`src/rtl/disk_track_loader_if.sv`:
```
// Bus between the floppy track loader and its host: drive status in, SD sector
// requests out. The loader connects through the master modport.
interface disk_track_loader_if #(
    parameter int DRIVES  = 2,
    parameter int TRACK_W = 6
);
    logic [DRIVES*TRACK_W-1:0] track;
    logic [DRIVES-1:0]         img_mounted;
    logic [DRIVES-1:0]         img_valid;
    logic [DRIVES-1:0]         dirty_set;
    logic [DRIVES-1:0]         sd_rd;
    logic [DRIVES-1:0]         sd_wr;
    logic [DRIVES-1:0]         sd_ack;
    logic [31:0]               sd_lba;
    logic [3:0]                track_sec;
    logic [1:0]                track_drive;
    logic                      cpu_wait;
    logic                      busy;

    modport master (
        input  track, img_mounted, img_valid, dirty_set, sd_ack,
        output sd_rd, sd_wr, sd_lba, track_sec, track_drive, cpu_wait, busy
    );

    modport slave (
        output track, img_mounted, img_valid, dirty_set, sd_ack,
        input  sd_rd, sd_wr, sd_lba, track_sec, track_drive, cpu_wait, busy
    );
endinterface

```
`src/rtl/disk_track_loader.sv`:
```
// Floppy track cache loader: writes back a dirty track and reads the head's new
// track from SD, one drive at a time, stalling the CPU while it does so.
module disk_track_drive #(
    parameter int TRACK_W = 6
) (
    input  logic               clk_sys,
    input  logic               reset,
    input  logic               mounted,
    input  logic               dirty_set,
    input  logic               reading,
    input  logic               upd_track,
    input  logic               clr_mount,
    input  logic               clr_dirty,
    input  logic [TRACK_W-1:0] track,
    output logic [TRACK_W-1:0] cur_track,
    output logic               dirty,
    output logic               mount_pend
);
    // Host pulses take priority over the loader's clears so no event is lost.
    always_ff @(posedge clk_sys or posedge reset) begin
        if (reset) begin
            cur_track  <= '0;
            dirty      <= 1'b0;
            mount_pend <= 1'b0;
        end else begin
            if (upd_track) cur_track <= track;
            if (mounted)        mount_pend <= 1'b1;
            else if (clr_mount) mount_pend <= 1'b0;
            if (mounted)                     dirty <= 1'b0;
            else if (dirty_set && !reading)  dirty <= 1'b1;
            else if (clr_dirty)              dirty <= 1'b0;
        end
    end
endmodule

module disk_track_loader #(
    parameter int DRIVES    = 2,
    parameter int SECTORS   = 13,
    parameter int TRACK_W   = 6,
    parameter int WAIT_FULL = 1
) (
    input logic                 clk_sys,
    input logic                 reset,
    disk_track_loader_if.master bus
);
    typedef enum logic [1:0] {IDLE, WRITE, READ} state_t;

    state_t state, state_nx;
    logic [31:0] lba, lba_nx;
    logic [3:0]  sec, sec_nx;
    logic [1:0]  drv, drv_nx;
    logic        rd, rd_nx, wr, wr_nx, wt, wt_nx;
    logic [DRIVES-1:0] ack_q;

    logic [DRIVES-1:0][TRACK_W-1:0] trk, cur_track;
    logic [DRIVES-1:0] dirty, mount_pend, need, reading;
    logic [DRIVES-1:0] upd_track, clr_mount, clr_dirty;

    logic               sel_found, sel_valid, sel_dirty, sel_mount;
    logic [1:0]         sel;
    logic [TRACK_W-1:0] sel_trk, sel_cur, act_trk;
    logic               act_ack, act_ack_q, ack_rise, ack_fall;

    function automatic logic [DRIVES-1:0] onehot(input logic [1:0] i);
        logic [DRIVES-1:0] v;
        v = '0;
        for (int d = 0; d < DRIVES; d++)
            if (i == 2'(d)) v[d] = 1'b1;
        return v;
    endfunction

    function automatic logic [31:0] lba_of(input logic [TRACK_W-1:0] t);
        return 32'(SECTORS) * 32'(t);
    endfunction

    for (genvar g = 0; g < DRIVES; g++) begin : g_drv
        assign trk[g]     = bus.track[g*TRACK_W +: TRACK_W];
        assign need[g]    = (trk[g] != cur_track[g]) || mount_pend[g];
        assign reading[g] = (state == READ) && (drv == 2'(g));

        disk_track_drive #(.TRACK_W(TRACK_W)) u_drv (
            .clk_sys    (clk_sys),
            .reset      (reset),
            .mounted    (bus.img_mounted[g]),
            .dirty_set  (bus.dirty_set[g]),
            .reading    (reading[g]),
            .upd_track  (upd_track[g]),
            .clr_mount  (clr_mount[g]),
            .clr_dirty  (clr_dirty[g]),
            .track      (trk[g]),
            .cur_track  (cur_track[g]),
            .dirty      (dirty[g]),
            .mount_pend (mount_pend[g])
        );
    end

    // Lowest-index drive needing service wins; the active drive's ack is muxed out.
    always_comb begin
        sel_found = 1'b0;
        sel       = '0;
        for (int d = DRIVES-1; d >= 0; d--)
            if (need[d]) begin
                sel_found = 1'b1;
                sel       = 2'(d);
            end
        sel_valid = 1'b0;
        sel_dirty = 1'b0;
        sel_mount = 1'b0;
        sel_trk   = '0;
        sel_cur   = '0;
        act_trk   = '0;
        act_ack   = 1'b0;
        act_ack_q = 1'b0;
        for (int d = 0; d < DRIVES; d++) begin
            if (sel == 2'(d)) begin
                sel_valid = bus.img_valid[d];
                sel_dirty = dirty[d];
                sel_mount = mount_pend[d];
                sel_trk   = trk[d];
                sel_cur   = cur_track[d];
            end
            if (drv == 2'(d)) begin
                act_trk   = trk[d];
                act_ack   = bus.sd_ack[d];
                act_ack_q = ack_q[d];
            end
        end
    end

    assign ack_rise = act_ack & ~act_ack_q;
    assign ack_fall = ~act_ack & act_ack_q;

    always_comb begin
        state_nx  = state;
        lba_nx    = lba;
        sec_nx    = sec;
        drv_nx    = drv;
        rd_nx     = rd;
        wr_nx     = wr;
        wt_nx     = wt;
        upd_track = '0;
        clr_mount = '0;
        clr_dirty = '0;
        case (state)
            IDLE: begin
                if (sel_found) begin
                    drv_nx = sel;
                    if (!sel_valid) begin
                        upd_track = onehot(sel);
                        clr_mount = onehot(sel);
                        clr_dirty = onehot(sel);
                    end else if (sel_dirty && !sel_mount) begin
                        lba_nx   = lba_of(sel_cur);
                        sec_nx   = '0;
                        wr_nx    = 1'b1;
                        wt_nx    = 1'b1;
                        state_nx = WRITE;
                    end else begin
                        upd_track = onehot(sel);
                        lba_nx    = lba_of(sel_trk);
                        sec_nx    = '0;
                        rd_nx     = 1'b1;
                        wt_nx     = 1'b1;
                        state_nx  = READ;
                    end
                end
            end
            WRITE, READ: begin
                if (ack_rise) begin
                    lba_nx = lba + 32'd1;
                    if (sec == 4'(SECTORS-1)) begin
                        rd_nx = 1'b0;
                        wr_nx = 1'b0;
                    end
                end
                if (ack_fall) begin
                    sec_nx = sec + 4'd1;
                    if (!rd && !wr) begin
                        if (state == WRITE) begin
                            // Write-back done: chain straight into the new track's read.
                            clr_dirty = onehot(drv);
                            upd_track = onehot(drv);
                            lba_nx    = lba_of(act_trk);
                            sec_nx    = '0;
                            rd_nx     = 1'b1;
                            wt_nx     = 1'b1;
                            state_nx  = READ;
                        end else begin
                            clr_mount = onehot(drv);
                            wt_nx     = 1'b0;
                            state_nx  = IDLE;
                        end
                    end else if (state == READ && WAIT_FULL == 0) begin
                        wt_nx = 1'b0;
                    end
                end
            end
            default: state_nx = IDLE;
        endcase
    end

    always_ff @(posedge clk_sys or posedge reset) begin
        if (reset) begin
            state <= IDLE;
            lba   <= '0;
            sec   <= '0;
            drv   <= '0;
            rd    <= 1'b0;
            wr    <= 1'b0;
            wt    <= 1'b0;
            ack_q <= '0;
        end else begin
            state <= state_nx;
            lba   <= lba_nx;
            sec   <= sec_nx;
            drv   <= drv_nx;
            rd    <= rd_nx;
            wr    <= wr_nx;
            wt    <= wt_nx;
            ack_q <= bus.sd_ack;
        end
    end

    assign bus.sd_rd       = rd ? onehot(drv) : '0;
    assign bus.sd_wr       = wr ? onehot(drv) : '0;
    assign bus.sd_lba      = lba;
    assign bus.track_sec   = sec;
    assign bus.track_drive = drv;
    assign bus.cpu_wait    = wt;
    assign bus.busy        = (state != IDLE);
endmodule

```
`src/flat_wrapper.sv`:
```
// flat-port wrapper written by rule: the top's interface ports become plain ports
module disk_track_loader_flat 
#(
    parameter int DRIVES    = 2,
    parameter int SECTORS   = 13,
    parameter int TRACK_W   = 6,
    parameter int WAIT_FULL = 1
)
  (clk_sys, reset, bus_track, bus_img_mounted, bus_img_valid, bus_dirty_set, bus_sd_ack, bus_sd_rd, bus_sd_wr, bus_sd_lba, bus_track_sec, bus_track_drive, bus_cpu_wait, bus_busy);
  disk_track_loader_if #(.DRIVES(DRIVES), .TRACK_W(TRACK_W)) bus_i ();
  input logic clk_sys;
  input logic reset;
  input wire logic [$bits(bus_i.track)-1:0] bus_track;
  input wire logic [$bits(bus_i.img_mounted)-1:0] bus_img_mounted;
  input wire logic [$bits(bus_i.img_valid)-1:0] bus_img_valid;
  input wire logic [$bits(bus_i.dirty_set)-1:0] bus_dirty_set;
  input wire logic [$bits(bus_i.sd_ack)-1:0] bus_sd_ack;
  output wire logic [$bits(bus_i.sd_rd)-1:0] bus_sd_rd;
  output wire logic [$bits(bus_i.sd_wr)-1:0] bus_sd_wr;
  output wire logic [$bits(bus_i.sd_lba)-1:0] bus_sd_lba;
  output wire logic [$bits(bus_i.track_sec)-1:0] bus_track_sec;
  output wire logic [$bits(bus_i.track_drive)-1:0] bus_track_drive;
  output wire logic [$bits(bus_i.cpu_wait)-1:0] bus_cpu_wait;
  output wire logic [$bits(bus_i.busy)-1:0] bus_busy;
  assign bus_i.track = bus_track;
  assign bus_i.img_mounted = bus_img_mounted;
  assign bus_i.img_valid = bus_img_valid;
  assign bus_i.dirty_set = bus_dirty_set;
  assign bus_i.sd_ack = bus_sd_ack;
  assign bus_sd_rd = bus_i.sd_rd;
  assign bus_sd_wr = bus_i.sd_wr;
  assign bus_sd_lba = bus_i.sd_lba;
  assign bus_track_sec = bus_i.track_sec;
  assign bus_track_drive = bus_i.track_drive;
  assign bus_cpu_wait = bus_i.cpu_wait;
  assign bus_busy = bus_i.busy;
  disk_track_loader #(.DRIVES(DRIVES), .SECTORS(SECTORS), .TRACK_W(TRACK_W), .WAIT_FULL(WAIT_FULL)) u_core (.clk_sys(clk_sys), .reset(reset), .bus(bus_i));
endmodule
```
`config.mk`:
```
export PLATFORM = sky130hd
export DESIGN_NAME = disk_track_loader_flat
export DESIGN_NICKNAME = d
export VERILOG_FILES = /design/src/rtl/disk_track_loader_if.sv /design/src/rtl/disk_track_loader.sv /design/src/flat_wrapper.sv
export SDC_FILE = /design/constraint.sdc
export NUM_CORES = 1
export LEC_CHECK = 0
export BUFFER_PORTS_ARGS = -buffer_cell sky130_fd_sc_hd__buf_2
export CAP_MARGIN = 25
export CORE_MARGIN = 5
export CORE_UTILIZATION = 64
export CTS_CLUSTER_DIAMETER = 30
export DETAILED_ROUTE_END_ITERATION = 10
export HOLD_SLACK_MARGIN = 0.02
export PLACE_DENSITY = 0.88
export SLEW_MARGIN = 20
export SYNTH_ARGS = -nofsm -noshare
export SYNTH_HDL_FRONTEND = slang
export SYNTH_SLANG_ARGS = --single-unit
```
`constraint.sdc`:
```
create_clock -name clk_sys -period 13.24 [get_ports clk_sys]
set_clock_uncertainty 0.1 [all_clocks]
set_input_delay 2.648 -clock clk_sys [delete_from_list [all_inputs] [get_ports clk_sys]]
set_output_delay 2.648 -clock clk_sys [all_outputs]
set_load 0.03 [all_outputs]
```
==> results.txt <==
----------------------------------------------------
[Outcome]
  Run status ... finished clean

[Timing]
  Setup Viol. Count Final ... 0
  Period utilization ... 0.547
  Worst-Margin Slew ... 0.820 ns
  RSZ-0062 raised after global routing ... no
  Sum Neg Setup Slack ... 0 ns
  Hold WS ... 0.443 ns
  Final hold viol count ... 0
  Shortest period the worst path allows ... 7.24 ns
  Highest attainable clock frequency ... 138 MHz
  Tightest slew margin relative to the limit ... 0.453
  Final-report max-slew violation count ... 0

[Die]
  Effective utilization at floorplan ... 0.664
  Die area ... 10000 µm²
  Core Area ... a little under 8000 µm²
  Count of boundary I/O pins ... 66
  Chip Height ... around 100 µm
  FP Rows ... 32
  Die extent in x ... about 100 µm

[Hold path]
  Hold/Removal Path Class ... reg2reg

[Critical path]
  Crit path launch type ... input pin
  Arrival time at the worst endpoint ... around 7.4 ns
  Crit path max fanout ... 17
  Worst reg2reg setup slack ... 7.94 ns
  Type of destination of the critical path ... register
  Setup Crit Path Kind ... in2reg
  Required time of the critical path ... approximately 13 ns

[Clock tree]
  Resized Gates After CTS ... 0
  Clock-pin transition on the worst setup and hold timing paths ... 0.08 ns
  Clk Tree Root Cell ... sky130_fd_sc_hd__clkbuf_8
  Clock latency reported for the late side of the worst-skew pair ... 0.35 ns
  TritonCTS clock tree ... done
  Deepest clock path buffer count ... 2
  Number of buffers inserted to repair setup after CTS ... 0
  Number of clock buffers inserted by TritonCTS ... 9
  Number of hold-repair buffers added at the cts stage ... 0
  Sink count of the clock tree ... 60
  Number of levels in the clock H-tree ... 3

[Layout]
  Area of combinational cells with multiple inputs ... 3410 µm²
  Register area ... approximately 1500 µm²
  Filler cells ... about 590
  Share of post-route cells with drive strength above 1 ... 0.211
  Count of inserted antenna diode cells ... 0
  Net total in the final layout ... 706
  Post-synthesis to final-layout area growth ... 10.9%

[Placement]
  Port Buffer Count ... 64
  Final estimated routing congestion in global placement ... 0.953
  Post-detailed-placement half-perimeter wirelength ... 10300 µm

[Yosys]
  Largest cells by area after synthesis ... sky130_fd_sc_hd__dfrtp_1 29%, sky130_fd_sc_hd__ha_1 13%, sky130_fd_sc_hd__mux2_2 5.4%, sky130_fd_sc_hd__xor2_1 3.9%, sky130_fd_sc_hd__fa_1 3.5%
  Top flip-flop cell by instance count after synthesis ... sky130_fd_sc_hd__dfrtp_1
  Most instantiated library cell after synthesis ... sky130_fd_sc_hd__dfrtp_1
  Number of distinct library cell variants in the gate-level netlist after synthesis ... 69
  Number of nets produced by synthesis ... roughly 650
  Top cell types by occurrence after synthesis ... 60 x sky130_fd_sc_hd__dfrtp_1, 53 x sky130_fd_sc_hd__ha_1, 47 x sky130_fd_sc_hd__inv_1
  Ys Warns ... 0
  Synthesized cell area ... 5180 µm²
  Mapped Avg Cell Area ... 9.24 µm²
  Yosys top cell area share ... 0.290
  Number of flops mapped to enable cells by yosys ... 0
  Sequential area share after synthesis ... 0.290
  #FFs+latches synth ... 60
  Gate count of the mapped netlist ... 561
  Cell taking the most area after synthesis ... sky130_fd_sc_hd__dfrtp_1
  Ys async rst share ... 1.00

[Routing]
  DR iter-0 viols ... 458
  Remaining routing DRC violations ... 0
  Routed Wire Length ... 13900 µm
  Routed wire length per instance ... 19.0 µm
  Count of antenna-violating nets left after detailed routing ... 0
  Number of iterations in the first detailed-routing pass ... 5
  Via density per instance ... 6.40
  Via count ... 4669

[Pwr]
  Maximum vdd ir drop ... 193 µV
  Leakage power figure ... approximately 2.8 nW
  Pwr Density ... approximately 220 nW/µm²

[Global routing]
  First-pass GRT wire length ... 22700 µm
  Largest net degree at the start of global routing ... just over 60
  GRT Overall Usage ... 0.284
  Vias in the first global route ... ~4600
  Antenna violations before repair ... 0
  Sum of overflow across all layers after global routing ... 0

[Flow run]
  Max cap viols ... 0

----------------------------------------------------
state kept, by name (all words and copies together), names as in the netlist:
register / count
u_core.ack_q: 2
u_core.bus.cpu_wait: 1
u_core.bus.sd_lba: 32
u_core.bus.track_drive: 1
u_core.bus.track_sec: 4
u_core.g_drv.u_drv.cur_track: 12
u_core.g_drv.u_drv.dirty: 2
u_core.g_drv.u_drv.mount_pend: 2
u_core.rd: 1
u_core.state: 2
u_core.wr: 1
stage by stage:
stage	area [µm²]	setup slack, ns	std cells	power (W)	util
global route	5750	5.86	729	0.00138	0.736
global placement	5570	6.11	712	0.00106	0.713
finish	5750	6.00	729	0.00128	0.736
floorplan	5180	6.60	561	0.000893	-
detailed placement	5570	5.89	712	0.00110	0.713
CTS	5740	6.12	728	0.00126	0.735
final timing paths:
path | startpoint | to | depth (start not counted)
setup reg to reg | u_core.g_drv[1].u_drv.cur_track[1]$_DFFE_PP0P_ | u_core.bus.sd_lba[9]$_DFFE_PP0P_ | 16
hold reg to reg | u_core.bus.sd_lba[31]$_DFFE_PP0P_ | u_core.bus.sd_lba[31]$_DFFE_PP0P_ | 2
setup / recovery | bus_track[7] | u_core.bus.sd_lba[9]$_DFFE_PP0P_ | 17
hold / removal | u_core.bus.sd_lba[31]$_DFFE_PP0P_ | u_core.bus.sd_lba[31]$_DFFE_PP0P_ | 2
max in group asynchronous | reset | u_core.g_drv[1].u_drv.mount_pend$_DFFE_PP0P_ | 3
min in group asynchronous | reset | u_core.bus.sd_lba[29]$_DFFE_PP0P_ | 3
power breakdown:
| part | internal (W) | switching, W | leakage (nW) |
|---|---|---|---|
| registers | 0.000225 | 0.0000603 | 0.770 |
| logic | 0.000330 | 0.000509 | 1.95 |
| clock network | 0.0000688 | 0.0000872 | 0.0860 |
| total | 0.000624 | 0.000656 | 2.81 |
critical path, stage by stage:
cell	delay, ns
sky130_fd_sc_hd__buf_2	0.13
sky130_fd_sc_hd__xor2_1	0.14
sky130_fd_sc_hd__nor4_1	0.44
sky130_fd_sc_hd__nand3_1	0.28
sky130_fd_sc_hd__nand2_2	0.44
sky130_fd_sc_hd__mux2i_1	0.47
sky130_fd_sc_hd__inv_1	0.14
sky130_fd_sc_hd__ha_1	0.34
sky130_fd_sc_hd__fa_1	0.52
sky130_fd_sc_hd__fa_1	0.50
sky130_fd_sc_hd__a21oi_1	0.22
sky130_fd_sc_hd__nor2_1	0.09
sky130_fd_sc_hd__a211o_1	0.29
sky130_fd_sc_hd__a21oi_1	0.18
sky130_fd_sc_hd__xor2_1	0.18
sky130_fd_sc_hd__o311ai_1	0.10
sky130_fd_sc_hd__o22a_1	0.25
routing by layer:
| layer | GRT usage | share of wire | routed length [µm] | up-vias |
|---|---|---|---|---|
| met4 | 0.141 | 0.047 | 653 | 0 |
| li1 | - | - | - | 2149 |
| met1 | 0.361 | 0.39 | 5380 | 2222 |
| met5 | 0 | 0 | 0 | - |
| met3 | 0.0479 | 0.080 | 1100 | 55 |
| met2 | 0.468 | 0.49 | 6720 | 243 |
placed cells by master, fill, tap and decap left out, types with 8 or more instances in the layout:
| cell | netlist | final |
|---|---|---|
| sky130_fd_sc_hd__or3_1 | 8 | 8 |
| sky130_fd_sc_hd__fa_1 | 9 | 9 |
| sky130_fd_sc_hd__clkbuf_8 | 0 | 9 |
| sky130_fd_sc_hd__o21ai_0 | 33 | 33 |
| sky130_fd_sc_hd__nand4_1 | 9 | 9 |
| sky130_fd_sc_hd__xnor2_1 | 16 | 16 |
| sky130_fd_sc_hd__and3_1 | 11 | 11 |
| sky130_fd_sc_hd__nand3_1 | 19 | 19 |
| sky130_fd_sc_hd__dfrtp_1 | 60 | 60 |
| sky130_fd_sc_hd__ha_1 | 53 | 53 |
| sky130_fd_sc_hd__mux2_2 | 25 | 25 |
| sky130_fd_sc_hd__inv_1 | 47 | 46 |
| sky130_fd_sc_hd__mux2i_1 | 18 | 18 |
| sky130_fd_sc_hd__nand2_1 | 32 | 32 |
| sky130_fd_sc_hd__xor2_1 | 23 | 23 |
| sky130_fd_sc_hd__buf_2 | 6 | 64 |
| sky130_fd_sc_hd__a21oi_1 | 32 | 32 |
| sky130_fd_sc_hd__nor2_1 | 33 | 33 |
| sky130_fd_sc_hd__o211ai_1 | 10 | 10 |
kinds of logic (layout without fill, tap and decap cells):
logic type | count (synthesis) | in the layout | share of synthesized area
AOI/OAI and AO/OA | 130 | 130 | 0.167
xor gates and xnor gates | 39 | 39 | 0.0659
adders and majority gates | 62 | 62 | 0.163
buffers and inverters | 66 | 132 | 0.0521
DFF | 60 | 60 | 0.290
muxes | 43 | 43 | 0.0890
other | 1 | 1 | 0.000723
and+or+nand+nor | 160 | 160 | 0.173
final cells by class:
class | instances | share of cell area
clock buffers | 9 | 0.0215
repair buffers | 68 | 0.0609
well taps | 102 | 0.0222
inverters | 48 | 0.0313
flip-flops and latches | 60 | 0.261
multi-input cells | 435 | 0.594
clock inverters | 7 | 0.00892
(Power assumes the default switching activity.)
